`config.mk`:
```
export PLATFORM = sky130hd
export DESIGN_NAME = seq_div_4b_flat
export DESIGN_NICKNAME = d
export VERILOG_FILES = /design/src/rtl/alu_pkg.sv /design/src/rtl/seq_div_4b_if.sv /design/src/rtl/div_step.sv /design/src/rtl/full_adder.sv /design/src/rtl/seq_div_4b.sv /design/src/flat_wrapper.sv
export SDC_FILE = /design/constraint.sdc
export NUM_CORES = 1
export LEC_CHECK = 0
export BUFFER_PORTS_ARGS = -buffer_cell sky130_fd_sc_hd__buf_2
export CORE_MARGIN = 10
export CORE_UTILIZATION = 40
export CTS_BUF_LIST = sky130_fd_sc_hd__clkbuf_8
export CTS_CLUSTER_DIAMETER = 60
export DETAILED_ROUTE_END_ITERATION = 7
export SYNTH_ARGS = -nofsm -noshare
export SYNTH_HDL_FRONTEND = slang
export SYNTH_SLANG_ARGS = --single-unit
```
`constraint.sdc`:
```
create_clock -name clk -period 2.56 [get_ports clk]
set_input_delay 0.256 -clock clk [delete_from_list [all_inputs] [get_ports clk]]
set_output_delay 0.256 -clock clk [all_outputs]
set_load 0.02 [all_outputs]
```
`src/rtl/alu_pkg.sv`:
```
// rtl/alu_pkg.sv - shared ALU types and constants for the divide unit
package alu_pkg;

  localparam int WIDTH_DEF = 4;

  // Quotient reported on divide-by-zero; sliced down to the instance width.
  localparam logic [31:0] DIVZ_QUOTIENT = 32'hFFFF_FFFF;

  typedef enum logic [1:0] {
    IDLE = 2'd0,
    CALC = 2'd1,
    DONE = 2'd2
  } state_t;

endpackage

```
`src/rtl/seq_div_4b_if.sv`:
```
// rtl/seq_div_4b_if.sv - start/busy/done handshake and operand/result bundle
interface seq_div_4b_if
  import alu_pkg::*;
#(
  parameter int WIDTH = WIDTH_DEF
);

  logic             start;
  logic [WIDTH-1:0] dividend;
  logic [WIDTH-1:0] divisor;
  logic             busy;
  logic             done;
  logic [WIDTH-1:0] quotient;
  logic [WIDTH-1:0] remainder;
  logic             div_zero;
  logic             zero;

  modport master (
    output start, dividend, divisor,
    input  busy, done, quotient, remainder, div_zero, zero
  );

  modport slave (
    input  start, dividend, divisor,
    output busy, done, quotient, remainder, div_zero, zero
  );

endinterface

```
`src/rtl/div_step.sv`:
```
// rtl/div_step.sv - one restoring-division iteration: shift in a dividend bit, trial-subtract
module div_step #(
  parameter int WIDTH = 4
) (
  input  logic [WIDTH-1:0] rem,
  input  logic             q_msb,
  input  logic [WIDTH-1:0] divisor,
  output logic [WIDTH-1:0] rem_next,
  output logic             q_bit
);

  logic [WIDTH:0]   shifted;
  logic [WIDTH:0]   sub_b;
  logic [WIDTH:0]   trial;
  logic [WIDTH+1:0] carry;

  assign shifted  = {rem, q_msb};
  assign sub_b    = ~{1'b0, divisor};
  assign carry[0] = 1'b1;

  // Invert-and-add-one subtraction; carry out of the top cell means no borrow.
  for (genvar i = 0; i <= WIDTH; i++) begin : g_fa
    full_adder u_fa (
      .a    (shifted[i]),
      .b    (sub_b[i]),
      .cin  (carry[i]),
      .sum  (trial[i]),
      .cout (carry[i+1])
    );
  end

  assign q_bit    = carry[WIDTH+1] & ~trial[WIDTH];
  assign rem_next = q_bit ? trial[WIDTH-1:0] : shifted[WIDTH-1:0];

endmodule

```
`src/rtl/full_adder.sv`:
```
// rtl/full_adder.sv - single-bit full adder cell
module full_adder (
  input  logic a,
  input  logic b,
  input  logic cin,
  output logic sum,
  output logic cout
);

  assign sum  = a ^ b ^ cin;
  assign cout = (a & b) | (cin & (a ^ b));

endmodule

```
`src/rtl/seq_div_4b.sv`:
```
// rtl/seq_div_4b.sv - multi-cycle unsigned restoring divider with start/busy/done handshake
module seq_div_4b
  import alu_pkg::*;
#(
  parameter int WIDTH = WIDTH_DEF
) (
  input  logic         clk,
  input  logic         rst_n,
  seq_div_4b_if.slave  d
);

  localparam int CNT_W = $clog2(WIDTH);

  state_t           state;
  state_t           state_nxt;
  logic [CNT_W-1:0] count;
  logic [WIDTH-1:0] q_reg;
  logic [WIDTH-1:0] rem_reg;
  logic [WIDTH-1:0] div_reg;
  logic [WIDTH-1:0] quotient_q;
  logic [WIDTH-1:0] remainder_q;
  logic             div_zero_q;
  logic [WIDTH-1:0] rem_next;
  logic             q_bit;
  logic             accept;
  logic             busy_c;
  logic             done_c;

  // A new request may be taken in IDLE or in the single DONE cycle.
  assign accept = d.start && (state == IDLE || state == DONE);

  div_step #(.WIDTH(WIDTH)) u_step (
    .rem      (rem_reg),
    .q_msb    (q_reg[WIDTH-1]),
    .divisor  (div_reg),
    .rem_next (rem_next),
    .q_bit    (q_bit)
  );

  always_ff @(posedge clk or negedge rst_n) begin
    if (!rst_n) begin
      state <= IDLE;
    end else begin
      state <= state_nxt;
    end
  end

  always_comb begin
    state_nxt = state;
    case (state)
      IDLE, DONE: begin
        if (accept) begin
          state_nxt = (d.divisor == '0) ? DONE : CALC;
        end else begin
          state_nxt = IDLE;
        end
      end
      CALC: begin
        if (count == '0) begin
          state_nxt = DONE;
        end
      end
      default: state_nxt = IDLE;
    endcase
  end

  always_comb begin
    busy_c = 1'b0;
    done_c = 1'b0;
    case (state)
      CALC:    busy_c = 1'b1;
      DONE:    done_c = 1'b1;
      default: ;
    endcase
  end

  always_ff @(posedge clk or negedge rst_n) begin
    if (!rst_n) begin
      count       <= '0;
      q_reg       <= '0;
      rem_reg     <= '0;
      div_reg     <= '0;
      quotient_q  <= '0;
      remainder_q <= '0;
      div_zero_q  <= 1'b0;
    end else if (accept) begin
      q_reg   <= d.dividend;
      div_reg <= d.divisor;
      rem_reg <= '0;
      count   <= CNT_W'(WIDTH - 1);
      // Divide-by-zero skips the iterations and publishes results immediately.
      if (d.divisor == '0) begin
        quotient_q  <= DIVZ_QUOTIENT[WIDTH-1:0];
        remainder_q <= d.dividend;
        div_zero_q  <= 1'b1;
      end
    end else if (state == CALC) begin
      q_reg   <= {q_reg[WIDTH-2:0], q_bit};
      rem_reg <= rem_next;
      if (count == '0) begin
        quotient_q  <= {q_reg[WIDTH-2:0], q_bit};
        remainder_q <= rem_next;
        div_zero_q  <= 1'b0;
      end else begin
        count <= count - 1'b1;
      end
    end
  end

  assign d.busy      = busy_c;
  assign d.done      = done_c;
  assign d.quotient  = quotient_q;
  assign d.remainder = remainder_q;
  assign d.div_zero  = div_zero_q;
  assign d.zero      = (quotient_q == '0);

endmodule

```
`src/flat_wrapper.sv`:
```
// flat-port wrapper written by rule: the top's interface ports become plain ports
module seq_div_4b_flat import alu_pkg::*;
#(
  parameter int WIDTH = WIDTH_DEF
)
  (clk, rst_n, d_start, d_dividend, d_divisor, d_busy, d_done, d_quotient, d_remainder, d_div_zero, d_zero);
  seq_div_4b_if #(.WIDTH(WIDTH)) d_i ();
  input  logic clk;
  input  logic rst_n;
  input wire logic [$bits(d_i.start)-1:0] d_start;
  input wire logic [$bits(d_i.dividend)-1:0] d_dividend;
  input wire logic [$bits(d_i.divisor)-1:0] d_divisor;
  output wire logic [$bits(d_i.busy)-1:0] d_busy;
  output wire logic [$bits(d_i.done)-1:0] d_done;
  output wire logic [$bits(d_i.quotient)-1:0] d_quotient;
  output wire logic [$bits(d_i.remainder)-1:0] d_remainder;
  output wire logic [$bits(d_i.div_zero)-1:0] d_div_zero;
  output wire logic [$bits(d_i.zero)-1:0] d_zero;
  assign d_i.start = d_start;
  assign d_i.dividend = d_dividend;
  assign d_i.divisor = d_divisor;
  assign d_busy = d_i.busy;
  assign d_done = d_i.done;
  assign d_quotient = d_i.quotient;
  assign d_remainder = d_i.remainder;
  assign d_div_zero = d_i.div_zero;
  assign d_zero = d_i.zero;
  seq_div_4b #(.WIDTH(WIDTH)) u_core (.clk(clk), .rst_n(rst_n), .d(d_i));
endmodule
```
==> impl_metrics.yaml, run 1 <==
outcome:
  status: "finished clean"
grt:
  grt_use_total: 0.1007
  grt_pass1_vias: 1024
  grt_pass1_wl_mm: 4.885
  grt-ovfl-total: 0
  grt_start_max_net_pins: 26
  antenna_found_initial: 0
critical_path:
  start_kind: "flop"
  required_ns: 2.75
  worstPathMaxFanout: 4
  setup.worst_path.class: "flop to flop"
  critPathCaptureType: "flop"
  worstPathArrival_ns: 2.67
  rrSetupSlack_ns: 0.08
  reg2reg_from: "u_core.q_reg[3]"
  rr_endpoint: "u_core.d.remainder[1]"
  reg2reg_depth: 9
yosys:
  syn_nets: 139
  synth_area_leaders: "dfrtp_1, fa_1, nand2_1"
  ys_types: 38
  syn_avg_cell_area_um2: 10.30
  syn-cell-area_um2: 1267
  synthFlopType: "dfrtp_1"
  synth_seq_area_share: 0.4936
  async_reset_ff_frac: 1.000
  ys.warnings.count: 0
  yosysTopAreaCell: "dfrtp_1"
  ys_seq_elements: 25
  synth_top_cell_area_share: 0.4936
  synth_edf_count: 0
  synthCells: 123
route:
  dr.pass1.iters: 4
  detail-route-antenna-nets: 0
  drt_iter0_drc: 48
  vias: 978
  drc: 0
  via_per_inst: 5.120
  wire_per_inst_um: 15.25
  drt-total-wl_mm: 2.912
die:
  num_io_pins: 23
  die_h_um: 76.29
  start_util: 0.4152
  core-area_um2: 3053
  dieArea_um2: 5820
  die_x_um: 76.29
  rows: 20
power:
  ir_drop_v: 0.0003778
  power.total_mw: 2.219
  power.density_nw_per_um2: 1474
  leakage_nw: 0.6977
placement:
  dpl.hpwl_mm: 2.216
  io_buffers: 22
  routabilityCongestion: 0.8275
clock_tree:
  clock-sinks: 25
  tritoncts: "built"
  cts_buffer_depth: 2
  cts_made_buffers: 3
  cts_root_buf: "clkbuf_8"
  cts_setup_buffers: 0
  htreeDepth: 1
  clk_pin_slew_ns: 0.09
  clock_latency_ns: 0.27
final_layout:
  fin_util: 0.4930
  num_antenna_cells: 0
  area_growth_pct: 18.76
  drive_above_1_share: 0.2857
  n_fill_cell: 306
  nNetsFinal: 164
timing:
  fin_crit_ns: 2.485
  maxSlewViolCount: 0
  slew_headroom: 0.6221
  finalClockSkew_ns: 0.003859
  fmax_mhz: 402.5
  setup_viol: 0
  finalHoldViolations: 0
  fin_crit_sh: 0.9705
  worst_pin_slew_ns: 0.5669
  rsz0062_at_grt: "yes"
min_path:
  hp-start: "d_dividend[2]"
  hold_end: "u_core.q_reg[2]"
  min_path_type: "primary input to flop"
  hold_path_depth: 3
job:
  max-cap-violations: 0
==> report_power, final <==
part,internal (mW),switching [mW]
combinational,0.564,0.685
clock,0.108,0.127
sequential,0.591,0.145
total,1.26,0.957
==> what timing repair did <==
action	CTS	global route
pin swaps	2	2
setup endpoints to repair	6	8
resized for setup	3	2
hold buffers	1	0
hold endpoints to repair	25	0
==> metrics by stage <==
step	setup slack, ns	cells	cell area [µm²]	TNS [ns]	hold slack (ns)
2_1_floorplan	0.01564	123	1267	0	-0.03959
3_3_place_gp	0.06689	186	1424	0	0.2763
3_5_place_dp	-0.006000	186	1424	-0.006000	0.2837
4_1_cts	0.01835	191	1495	0	0.2236
5_1_grt	-0.01419	191	1505	-0.01753	0.2393
6_report	0.07546	191	1505	0	0.2257
==> worst max-delay path, stage by stage, from the launching register on <==
cell and delay [ns]:
dfrtp_1 0.39, inv_1 0.09, ha_1 0.17, fa_1 0.17
inv_1 0.06, fa_2 0.34, fa_2 0.39, xnor2_4 0.20
mux2_2 0.37, a221oi_2 0.21
==> metal layers <==
layer / share of wire / GRT usage
met4: 0.011 / 0.03346
met3: 0.065 / 0.03184
met2: 0.47 / 0.1599
met1: 0.46 / 0.1257
met5: 0 / 0
==> cell type report <==
class,count,area [µm²],share of cell area
inverter,14,52.55,0.03491
tap,44,55.05,0.03658
multi-input combinational,78,584.3,0.3882
clock inverter,1,3.754,0.002494
timing repair buffer,26,142.6,0.09476
clock buffer,3,41.29,0.02743
sequential,25,625.6,0.4156
==> layout by cell type, fill, tap and decap left out, types with 2 or more instances in the layout <==
master / count
nor2_1: 2
a221oi_2: 2
ha_1: 2
nor3_1: 7
clkbuf_8: 3
o21ai_1: 2
nand3_1: 5
inv_1: 14
a21oi_1: 6
or3_1: 2
buf_2: 22
fa_2: 2
buf_4: 3
o21ai_0: 5
dfrtp_1: 25
mux2_2: 2
nand2_1: 15
nand2b_1: 2
a22oi_1: 3
nor2b_1: 2
==> synth_stat cells, types with 3 or more instances <==
| cell type | number |
|---|---|
| inv_1 | 13 |
| buf_2 | 4 |
| dfrtp_1 | 25 |
| a21oi_1 | 6 |
| fa_1 | 3 |
| nand3_1 | 5 |
| nand2_1 | 15 |
| a22oi_1 | 3 |
| nor3_1 | 7 |
| o21ai_0 | 5 |
==> logic make-up (layout without fill, tap and decap cells) <==
| group | count (synthesis) | in the layout | synth area share |
|---|---|---|---|
| fa+ha+maj | 5 | 5 | 0.06713 |
| mux | 4 | 4 | 0.03356 |
| compound gates | 27 | 27 | 0.1481 |
| flops | 25 | 25 | 0.4936 |
| xor+xnor | 1 | 1 | 0.01284 |
| buf+inv | 20 | 44 | 0.06614 |
| simple gates | 41 | 41 | 0.1787 |
==> worst max-delay path by stage <==
stage	startpoint	endpoint	slack [ns]	depth (start not counted)
2_1_floorplan	u_core.q_reg[3]	u_core.d.remainder[1]	0.02	9
3_3_place_gp	u_core.q_reg[3]	u_core.d.remainder[0]	0.07	9
3_5_place_dp	u_core.q_reg[3]	u_core.d.remainder[1]	-0.006	9
4_1_cts	u_core.q_reg[3]	u_core.d.remainder[0]	0.02	9
5_1_grt	u_core.q_reg[3]	u_core.d.remainder[0]	-0.01	9
6_report	u_core.q_reg[3]	u_core.d.remainder[1]	0.08	9
No activity file was read; power rests on OpenSTA's default activity.
==> run 2, diff against run 1 <==
--- a/config.mk
+++ b/config.mk
@@ -5,12 +5,14 @@
 export SDC_FILE = /design/constraint.sdc
 export NUM_CORES = 1
 export LEC_CHECK = 0
+export ABC_AREA = 0
 export BUFFER_PORTS_ARGS = -buffer_cell sky130_fd_sc_hd__buf_2
 export CORE_MARGIN = 10
-export CORE_UTILIZATION = 40
+export CORE_UTILIZATION = 45
 export CTS_BUF_LIST = sky130_fd_sc_hd__clkbuf_8
 export CTS_CLUSTER_DIAMETER = 60
 export DETAILED_ROUTE_END_ITERATION = 7
+export PLACE_DENSITY = 0.67
 export SYNTH_ARGS = -nofsm -noshare
 export SYNTH_HDL_FRONTEND = slang
 export SYNTH_SLANG_ARGS = --single-unit
==> constraint.sdc (replaced) <==
create_clock -name clk -period 3.1 [get_ports clk]
set_input_delay 0.31 -clock clk [delete_from_list [all_inputs] [get_ports clk]]
set_output_delay 0.31 -clock clk [all_outputs]
set_load 0.02 [all_outputs]
==> run 2 against run 1 <==
Compared with the run above:
- critical endpoint unchanged
- total power fell by 23%
- flip-flop and latch count did not move
- critical path type unchanged
- combinational power fell by 27%
- clock skew fell by 0.0012 ns
- clock power fell by 15%
- sequential power fell by 19%
- global-route usage rose by 0.75 points
- cell area fell by 4.2%
- highest routed layer unchanged
- core utilization rose by 3.4 points
- setup slack improved by 0.21 ns
- fmax fell by 12%
==> impl_metrics.yaml, run 2 (synthesis results as in run 1) <==
outcome:
  status: "finished clean"
die:
  core-area_um2: 2734
  start_util: 0.4636
  num_io_pins: 23
  rows: 19
  dieArea_um2: 5339
  die_h_um: 73.07
  die_x_um: 73.07
final_layout:
  fin_area_um2: 1441
  fin_util: 0.5272
  drive_above_1_share: 0.2569
  final_common_cell: "dfrtp_1"
  mostFrequentLayoutCells: "dfrtp_1, buf_2, nand2_1, inv_1, nor3_1"
  area_growth_pct: 13.72
  num_antenna_cells: 0
  nNetsFinal: 161
  n_fill_cell: 249
clock_tree:
  cts_buffer_depth: 2
  clock_latency_ns: 0.27
  clk_pin_slew_ns: 0.09
  cts_made_buffers: 3
  cts_root_buf: "clkbuf_8"
  cts_resized: 0
  cts_setup_buffers: 0
  cts_hold_buf: 0
  htreeDepth: 1
  clock-sinks: 25
  tritoncts: "built"
route:
  drc: 0
  drt_iter0_drc: 99
  via_per_inst: 5.526
  drt-total-wl_mm: 2.763
  vias: 967
  wire_per_inst_um: 15.79
  dr.pass1.iters: 4
  detail-route-antenna-nets: 0
timing:
  maxSlewViolCount: 0
  rsz0062_at_grt: "no"
  tns_ns: 0
  slew_headroom: 0.4370
  setup_viol: 0
  fin_crit_ns: 2.814
  fin_ws_ns: 0.2861
  finalClockSkew_ns: 0.002611
  fmax_mhz: 355.4
  worst_pin_slew_ns: 0.8428
  finalHoldViolations: 0
  fin_crit_sh: 0.9077
grt:
  grt_pass1_vias: 1047
  grt_start_max_net_pins: 26
  grt_use_total: 0.1081
  grt_pass1_wl_mm: 4.754
  grt-ovfl-total: 0
  antenna_found_initial: 0
placement:
  io_buffers: 22
  place_ws_ns: 0.3312
  post_dp_cell_area_um2: 1393
  routabilityCongestion: 0.8234
  dpl.hpwl_mm: 2.059
job:
  max-cap-violations: 0
power:
  power.density_nw_per_um2: 1181
  leakage_nw: 0.6795
  ir_drop_v: 0.0006141
critical_path:
  critPathMaxStageDelay_ns: 0.44
  cpMaxStageDelayCell: "xnor2_2"
  worstPathArrival_ns: 3.00
  path_buf_inv: 2
  required_ns: 3.28
  worstPathMaxFanout: 8
  path_cells: "inv_1, ha_1, fa_1, inv_1, fa_1, fa_1, xnor2_2, mux2_2, a221oi_2"
  critPathCaptureType: "flop"
  start_kind: "flop"
  cpMostUsedCell: "fa_1"
  setup.worst_path.class: "flop to flop"
  crit_family: "adder cells"
min_path:
  min_path_type: "primary input to async pin"
run 2: cell count changes in the layout (fill, tap and decap cells not counted), sizes merged:
cell         before  now
buf              25   23
clkinvlp          0    1
dlygate4sd3       1    0
inv              15   14
run 2: area by class of cell:
| class | count | area (µm²) | area share |
|---|---|---|---|
| inverter | 14 | 52.55 | 0.03646 |
| multi-input combinational | 78 | 558.0 | 0.3872 |
| sequential | 25 | 625.6 | 0.4340 |
| clock inverter | 1 | 7.507 | 0.005208 |
| clock buffer | 3 | 41.29 | 0.02865 |
| timing repair buffer | 23 | 117.6 | 0.08160 |
| tap | 31 | 38.79 | 0.02691 |
run 2: report_power, final:
| group | switching [mW] | internal (mW) | leakage [nW] |
|---|---|---|---|
| clock | 0.109 | 0.0910 | 0.0217 |
| combinational | 0.539 | 0.368 | 0.363 |
| sequential | 0.108 | 0.488 | 0.294 |
| total | 0.756 | 0.947 | 0.679 |
run 2: worst reg2reg max path, cell delays in order, from the launching register on:
cell and delay, ns:
dfrtp_1 0.40, inv_1 0.10, ha_1 0.17, fa_1 0.16, inv_1 0.05, fa_1 0.38, fa_1 0.41, xnor2_2 0.44
mux2_2 0.41, a221oi_2 0.20
run 2: worst paths after layout:
path / startpoint / cells after the start / to / slack [ns]
min in group clk: d_dividend[1] / 3 / u_core.q_reg[1] / 0.28
max reg2reg: u_core.q_reg[3] / 9 / u_core.d.remainder[1] / 0.29
max in group asynchronous: rst_n / 1 / u_core.rem_reg[3] / 2.72
max: u_core.q_reg[3] / 9 / u_core.d.remainder[1] / 0.29
min reg2reg: u_core.d.div_zero / 2 / u_core.d.div_zero / 0.48
min: rst_n / 1 / u_core.rem_reg[2] / 0.02
run 2: metrics by stage:
stage / power (mW) / std cells / hold WS (ns)
floorplan: 1.285 / 123 / 0.01441
finish: 1.702 / 175 / 0.01685
global placement: 1.475 / 171 / 0.3339
detailed placement: 1.508 / 171 / 0.3371
CTS: 1.711 / 175 / 0.04364
global route: 1.846 / 175 / 0.05544
run 2: routing by layer:
| layer | global-route usage | routed length [µm] | up-vias |
|---|---|---|---|
| li1 | - | - | 468 |
| met3 | 0.03265 | 214 | 2 |
| met1 | 0.1417 | 1284 | 469 |
| met5 | 0 | 0 | - |
| met4 | 0.04008 | 14 | 0 |
| met2 | 0.1624 | 1249 | 28 |
==> run 3, diff against run 2 <==
--- a/config.mk
+++ b/config.mk
@@ -5,7 +5,7 @@
 export SDC_FILE = /design/constraint.sdc
 export NUM_CORES = 1
 export LEC_CHECK = 0
-export ABC_AREA = 0
+export ABC_AREA = 1
 export BUFFER_PORTS_ARGS = -buffer_cell sky130_fd_sc_hd__buf_2
 export CORE_MARGIN = 10
 export CORE_UTILIZATION = 45
==> run 3 against run 2 <==
Compared with the run above:
- global-route usage fell by 0.59 points
- total power fell by 3.0%
- first-iteration DRC count decreased by 34%
- routed wire length shrank 6.7%
- fmax up 21%
- die area grew 0.80%
- clock skew grew 0.0020 ns
- non-clock buffer count down 1
- clock power decreased by 7%
- cell area increased by 0.26%
- count of clock-buffer cells in the layout stayed put
- critical endpoint is now u_core.d.remainder[2]
- largest power group unchanged
==> impl_metrics.yaml, run 3 <==
clock_tree:
  clock-sinks: 25
  cts_root_buf: "clkbuf_8"
  cts_buffer_depth: 2
  tritoncts: "built"
  clock_latency_ns: 0.26
  cts_resized: 0
  clk_pin_slew_ns: 0.08
  cts_hold_buf: 0
  htreeDepth: 1
  cts_setup_buffers: 0
  cts_made_buffers: 3
timing:
  maxSlewViolCount: 0
  fin_crit_ns: 2.321
  worst_pin_slew_ns: 0.5609
  slew_headroom: 0.6260
  tns_ns: 0
  rsz0062_at_grt: "no"
  fmax_mhz: 430.9
  fin_crit_sh: 0.7486
  finalHoldViolations: 0
  setup_viol: 0
  finalClockSkew_ns: 0.004598
route:
  drc: 0
  detail-route-antenna-nets: 0
  dr.pass1.iters: 4
  drt_iter0_drc: 65
  via_per_inst: 5.060
  wire_per_inst_um: 12.95
  drt-total-wl_mm: 2.577
  vias: 1007
power:
  leakage_nw: 0.7486
  ir_drop_v: 0.0005927
  power.density_nw_per_um2: 1143
final_layout:
  n_fill_cell: 287
  nNetsFinal: 185
  area_growth_pct: 12.79
  final_cells: 199
  fin_util: 0.5286
  num_antenna_cells: 0
  final_common_cell: "nand2_1"
  mostFrequentLayoutCells: "nand2_1, dfrtp_1, buf_2, inv_1, nor2_1"
  drive_above_1_share: 0.2381
placement:
  routabilityCongestion: 0.8733
  numPlacedInstances: 195
  dpl.hpwl_mm: 2.008
  io_buffers: 22
grt:
  grt_pass1_wl_mm: 4.498
  grt_start_max_net_pins: 26
  grt_pass1_vias: 1064
  grt-ovfl-total: 0
  grt_use_total: 0.1023
  antenna_found_initial: 0
yosys:
  synth_area_leaders: "dfrtp_1, nand2_1, inv_1"
  synth_seq_area_share: 0.4883
  async_reset_ff_frac: 1.000
  syn-cell-area_um2: 1281
  yosys-top-cells-count: "nand2_1, dfrtp_1, inv_1"
  ys.warnings.count: 0
  synth_top_cell_area_share: 0.4883
  ys_types: 23
  yosysTopAreaCell: "dfrtp_1"
  ys_seq_elements: 25
  synthFlopType: "dfrtp_1"
  synth.most_common_cell: "nand2_1"
  syn_nets: 161
  syn_avg_cell_area_um2: 8.836
  synth_edf_count: 0
  synthCells: 145
outcome:
  status: "finished clean"
die:
  die_h_um: 73.36
  start_util: 0.4686
  die_x_um: 73.36
  core-area_um2: 2734
  rows: 19
  num_io_pins: 23
  dieArea_um2: 5382
critical_path:
  critPathCaptureType: "flop"
  path_buf_inv: 2
  worstPathArrival_ns: 2.49
  worstPathMaxFanout: 5
  crit_family: "adder cells"
  cpMaxStageDelayCell: "fa_1"
  required_ns: 3.27
  path_cells: "inv_1, ha_1, fa_1, inv_1, fa_1, fa_1, nand2_1, nand2_1, nand3_1, nand2_1, nor2_1, nor2_2"
  rrSetupSlack_ns: 0.78
  setup.worst_path.class: "flop to flop"
  critPathMaxStageDelay_ns: 0.42
  start_kind: "flop"
min_path:
  min_path_type: "primary input to async pin"
job:
  max-cap-violations: 0
-- run 3: changes by cell type after synthesis, sizes merged, moves of 3 or more --
cell / change
nand2: +24
nor2: +22
nand3: +6
nor3: -6
o221ai: +4
a21oi: -3
a221oi: -3
a22oi: -3
buf: -3
inv: +3
-- run 3: path summary, 6_finish.rpt --
check	from	to	cells past startpoint
worst max-delay path	u_core.q_reg[3]	u_core.d.remainder[2]	12
worst min-delay path	rst_n	u_core.d.remainder[2]	1
worst max register to register	u_core.q_reg[3]	u_core.d.remainder[2]	12
worst min register to register	u_core.d.div_zero	u_core.d.div_zero	2
max in group asynchronous	rst_n	u_core.count[1]	1
min in group clk	d_divisor[1]	u_core.div_reg[1]	3
-- run 3: layout make-up --
class	count	area (µm²)	area share
Multi-Input combinational cell	99	556.8	0.3853
Sequential cell	25	625.6	0.4329
Tap cell	31	38.79	0.02684
Timing Repair Buffer	22	110.1	0.07619
Clock buffer	3	41.29	0.02857
Clock inverter	1	3.754	0.002597
Inverter	18	68.82	0.04762
-- run 3: power by group --
part           switching [mW]  internal, mW  total, mW
clock                  0.0971        0.0885      0.186
sequential              0.103         0.485      0.589
combinational           0.568         0.310      0.877
total                   0.768         0.884       1.65
-- run 3: metal layers --
metal,global-route usage,routed length (µm),vias to the layer above,part of all wire
met5,0,0,-,0
met2,0.1738,1207,20,0.47
met4,0.04348,29,0,0.011
met1,0.1173,1192,477,0.46
met3,0.02826,147,4,0.057
li1,-,-,506,-
-- run 3: cell families after synthesis --
family | Yosys count | share of synthesized area
AOI/OAI and AO/OA | 15 | 0.07323
and+or+nand+nor | 79 | 0.2949
DFF | 25 | 0.4883
buffers and inverters | 21 | 0.07714
adders and majority gates | 5 | 0.06641
-- run 3: stage by stage --
stage	total power [mW]	hold WS [ns]	instance area [µm²]	setup slack [ns]
3_5_place_dp	1.485	0.3350	1400	0.7779
2_1_floorplan	1.270	0.01441	1281	1.003
3_3_place_gp	1.459	0.3301	1400	0.8527
4_1_cts	1.676	0.04457	1445	0.7674
5_1_grt	1.837	0.06224	1445	0.5668
6_report	1.652	0.02455	1445	0.7792
